## config.mk

```make
export PLATFORM = sky130hd
export DESIGN_NAME = down_counter
export DESIGN_NICKNAME = d
export VERILOG_FILES = /design/src/rtl/down_counter.sv
export SDC_FILE = /design/constraint.sdc
export NUM_CORES = 1
export LEC_CHECK = 0
export CORE_ASPECT_RATIO = 0.6
export CORE_MARGIN = 2
export CORE_UTILIZATION = 45
export CTS_CLUSTER_DIAMETER = 100
export CTS_CLUSTER_SIZE = 8
export DETAILED_ROUTE_END_ITERATION = 10
export GPL_TIMING_DRIVEN = 0
export PLACE_DENSITY_LB_ADDON = 0.05
export SLEW_MARGIN = 20
export SYNTH_ARGS = -nofsm -noshare
export SYNTH_HDL_FRONTEND = slang
export SYNTH_SLANG_ARGS = --single-unit
```

## constraint.sdc

```tcl
create_clock -name clk -period 3.4 [get_ports clk]
set_clock_uncertainty 0.2 [all_clocks]
set_input_delay 0.68 -clock clk [delete_from_list [all_inputs] [get_ports clk]]
set_output_delay 0.68 -clock clk [all_outputs]
set_load 0.01 [all_outputs]
```

## src/rtl/down_counter.sv

```systemverilog
// Loadable down counter/timer with terminal-count pulse, one-shot or auto-reload.
// Programmable delay/period generator companion to the free-running up counter.
module down_counter #(
  parameter int WIDTH = 8
) (
  input  logic             clk,
  input  logic             rst,
  input  logic             load,
  input  logic [WIDTH-1:0] load_val,
  input  logic             en,
  input  logic             mode,
  output logic [WIDTH-1:0] count,
  output logic             tc,
  output logic             busy
);

  typedef enum logic {
    IDLE,
    RUN
  } state_t;

  localparam logic [WIDTH-1:0] ONE = WIDTH'(1);

  state_t           state;
  logic [WIDTH-1:0] reload_reg;

  // Load always wins and restarts; tc defaults low so it can never stretch past one cycle.
  always_ff @(posedge clk or negedge rst) begin
    if (!rst) begin
      state      <= IDLE;
      busy       <= 1'b0;
      count      <= '0;
      reload_reg <= '0;
      tc         <= 1'b0;
    end else begin
      tc <= 1'b0;
      if (load) begin
        count      <= load_val;
        reload_reg <= load_val;
        if (load_val != '0) begin
          state <= RUN;
          busy  <= 1'b1;
        end else begin
          state <= IDLE;
          busy  <= 1'b0;
        end
      end else if (state == RUN) begin
        if (en && count > ONE) begin
          count <= count - ONE;
        end else if (en && count == ONE) begin
          count <= '0;
          tc    <= 1'b1;
          if (!mode) begin
            state <= IDLE;
            busy  <= 1'b0;
          end
        end else if (count == '0 && !mode) begin
          // Auto-reload dropped while parked at zero: stop without reloading.
          state <= IDLE;
          busy  <= 1'b0;
        end else if (en && count == '0) begin
          count <= reload_reg;
        end
      end
    end
  end

endmodule

```

Word level (Yosys, flattened, before mapping)
Index checks and enable logic that the tools add are counted.

cells by class
  $add $sub $neg = 1
  order comparisons = 1
  equal/unequal tests = 4
  multiplexer cells = 23
  reduce and logical (&&, ||, !) cells = 12

operator list
  cell                 count
  $mux 8               6
  $mux 1               17
  $eq 8x1->1 const B   1
  $gt 8x1->1 const B   1
  $logic_not 8->1      1
  $reduce_bool 8->1    1
  $sub 8x1->8 const B  1
  $logic_and 1x1->1    4
  $ne 4x4->1 const B   1
  $reduce_and 4->1     1
  $reduce_bool 4->1    1
  $ne 3x3->1 const B   1
  $reduce_and 3->1     1
  $reduce_bool 3->1    1
  $ne 2x2->1 const B   1
  $reduce_bool 2->1    1
  $logic_not 1->1      1

storage, ports and cells
  register bits = 19
  input port bits = 13
  output and inout port bits = 10
  word-level logic and storage cells = 46

Logic depth before layout (Yosys ltp)
  depth after elaboration = 8
  depth in mapped cells = 7
  mapped depth without buffers = 6

Worst setup path after synthesis
Ideal clock, no wire load.

  path type = register to register
  start point = register count[1]
  end point = register count[0]
  library setup time = 0.125 ns
  arrival = 1.883 ns
  data required time = 3.075 ns
  path slack = 1.192 ns
  stages on the path, launching flop included = 8
  path buffers = 1
  clock period less this slack = 2.208 ns
  cells stage by stage = dfrtp_1 inv_1 ha_1 nor4b_4 a21oi_2 or2_1 buf_2 mux2_4

on the way
  word-level cells in the longest chain between the ends = 6
  elaborated cells between the ends (all ways) = 14
  those cells by class = order compare: 1; eq/ne: 2; mux: 4; reduce/logical: 7

ends and longest elaborated chain
  element                                             RTL line  source
  from (decl)                                         12        output logic [WIDTH-1:0] count,
  from (signal assigned)                              38        count <= load_val;
  from (signal assigned)                              49        count <= count - ONE;
  from (signal assigned)                              62        count <= reload_reg;
  branches (longest 6 deep; another with $gt 8x1->1)  --

Parallel ways; which one is timed is not known. The select of a mux whose other input is x is not followed.
A chain may end at the register's enable or synchronous reset.

Worst setup path in the final report
Same ends and word-level chain as after synthesis.

==> results.ini <==
[detailed_routing]
avgRoutedWirePerCell_um = 16.6
firstDrtPassIters = 4
routed_wirelength_mm = 3.03
drt_iter0_drc = 95
vias = 1107
ant_nets = 0
route.detailed.drc = 0
drt-vias-per-instance = 6.05

[logic_synthesis]
synth-edff-count = 0
async_reset_ff_share_pct = 100
synthTopCellsByArea = dfrtp_1 39%, nand2b_1 4.6%, nand2_1 4.0%
ys_warn_count = 0
synth-main-ff-cell = dfrtp_1
synthCells = 125
ys_seq_area_share_pct = 38.9
yosysTopAreaCellShare_pct = 38.9
ys_seq_elements = 19
syn_area_per_cell_um2 = 9.78
synth.distinct_cells = 45
synth_area_leader_cell = dfrtp_1
yosysMostFrequentCell = dfrtp_1
synth_common_cells = 19 x dfrtp_1, 13 x nand2_1, 9 x nand2b_1, 8 x inv_1, 8 x o21ai_0
synth_area_um2 = 1220
synth_nets = 141

[placement]
dp_cells = 179
portBuffers = 22
hpwlAfterDp_mm = 2.36
routabilityCongestion = 0.853

[flow_run]
drv_cap = 0

[die]
die-area_um2 = 3160
die_w_um = 71.3
row_count = 14
die_h_um = 44.4
initial_core_util_pct = 48.1
core-area_um2 = 2540
ioPinCount = 23

[critical_path]
path_cells = inv_1 > ha_1 > nor4b_4 > a21oi_2 > or2_1 > buf_2 > mux2_4
setup.worst_path.start_class = flop
endpoint_kind = flop
critPathArrivalTime_ps = 2450
required_ps = 3350
critPathMaxStageDelay_ps = 500
criticalPathCategory = flop to flop
cp_slowest_cell = dfrtp_1
crit_fanout = 8

[timing]
fmax_mhz = 401
setup_violations = 0
drv_slew = 0
rsz0062_at_grt = false
hold_viol = 0
max_slew_margin_pct = 38.4
tns_ps = 0
finalCriticalPeriod_ps = 2500
worstMarginPinSlew_ps = 920
period_share_pct = 73.4

[power]
ir_drop_mv = 0.225
comb_power_share_pct = 36.1
switching_share_pct = 36.2
p_seq_share_pct = 41.2
powerDensity_nw_per_um2 = 483
p_switching_w = 0.000267
clock_power_share_pct = 22.7
leakagePower_nw = 0.633
p_int_w = 0.000471

[cts]
clock_path_buffers = 2
cts_root_buf = clkbuf_8
clk_pin_slew_worst_paths_ps = 70
cts_resized = 0
cts_hold_buffers = 0
numCtsBuffers = 3
cts_tree = yes
postCtsSetupRepairBufs = 0
insertion_delay_ps = 260
cts.sinks = 19
htree_levels = 1

[finish]
syn2layout_area_growth_pct = 25.0
final_cell_count_no_fill = 183
diodes = 0
drive_gt1_share_pct = 12.6
num-fill-cells = 208
final_nets = 168

[global_route]
antenna_found_initial = 0
grt_pass1_wl_mm = 5.01
grt-ovfl-total = 0
track_usage_pct = 21.1
grt_max_degree = 20
first_global_vias = 1015

[outcome]
status = complete, no violations

[hold_path]
timing.hold.worst.class = flop to flop

==> through the flow <==
stage / instance area, um^2 / hold WS (ps) / utilization (%) / total power [W] / worst slack, ps
after global placement: 1480 / 258 / 58.4 / 0.000566 / 696
after global routing: 1530 / 301 / 60.1 / 0.000773 / 782
after CTS: 1530 / 286 / 60.1 / 0.000736 / 936
after detailed placement: 1480 / 268 / 58.4 / 0.000572 / 661
final: 1530 / 282 / 60.1 / 0.000738 / 904
after floorplan: 1220 / 184 / - / 0.000464 / 1190
==> cell usage in the layout (no fill, tap or decap), types with 2 or more instances in the layout <==
cell	count
clkdlybuf4s50_1	22
dfrtp_1	19
nand2_1	13
nand2b_1	9
inv_1	8
o21ai_0	8
o22ai_1	5
clkbuf_1	4
nor3_1	4
nor2_1	4
a21oi_1	4
mux2i_1	3
a22o_1	3
ha_1	3
clkbuf_8	3
or3_1	2
buf_2	2
nor4_1	2
or4_1	2
nor4bb_1	2
o32ai_1	2
o221ai_1	2
==> power by group through the flow <==
stage               Combinational [W]  Sequential [W]  Clock, W
detailed placement           0.000264        0.000308         0
finish                       0.000266        0.000304  0.000167
global route                 0.000288        0.000308  0.000177
CTS                          0.000266        0.000303  0.000167
floorplan                    0.000157        0.000307         0
global placement             0.000259        0.000307         0
==> worst paths after layout <==
| kind | from | end | cells past startpoint | slack, ps |
|---|---|---|---|---|
| hold reg to reg | reload_reg[2]$_DFFE_PN0P_ | reload_reg[2]$_DFFE_PN0P_ | 2 | 280 |
| hold / removal | reload_reg[2]$_DFFE_PN0P_ | reload_reg[2]$_DFFE_PN0P_ | 2 | 280 |
| setup / recovery | count[1]$_DFFE_PN0P_ | count[0]$_DFFE_PN0P_ | 7 | 900 |
| max in group asynchronous | rst | count[6]$_DFFE_PN0P_ | 1 | 1710 |
| setup reg to reg | count[1]$_DFFE_PN0P_ | count[0]$_DFFE_PN0P_ | 7 | 900 |
| min in group asynchronous | rst | reload_reg[1]$_DFFE_PN0P_ | 1 | 730 |
==> critical path, delay by kind of cell, from the launching register on <==
kind,cells,cell delay (ps)
adders and majority gates,1,310
and+or+nand+nor,2,600
AOI/OAI and AO/OA,1,190
muxes,1,300
buffers and inverters,2,290
DFF,1,500
==> cell families (layout without fill, tap and decap cells) <==
group / Yosys count / in the layout / share of synthesized area, %
AO/OA/AOI/OAI: 38 / 38 / 24.7
adder cells (fa/ha/maj): 3 / 3 / 3.07
buffers and inverters: 14 / 40 / 5.12
flip-flops: 19 / 19 / 38.9
multiplexers: 5 / 5 / 4.61
AND/OR/NAND/NOR: 46 / 46 / 23.6
==> area by class of cell <==
class                           count  area, um^2  area share [%]
Buffer                              6        32.5            2.13
Clock buffer                        4        45.0            2.95
Inverter                            8        30.0            1.97
Multi-Input combinational cell     92         684            44.8
Sequential cell                    19         475            31.1
Tap cell                           32        40.0            2.62
Timing Repair Buffer               22         220            14.4
==> layer usage <==
metal | GRT usage, % | up-vias | share of wire, %
li1 | - | 520 | -
met5 | 0 | - | 0
met4 | 6.42 | 0 | 0.69
met1 | 31.1 | 546 | 49
met2 | 30.2 | 38 | 44
met3 | 5.69 | 3 | 6.4
No activity file was read; power rests on OpenSTA's default activity.
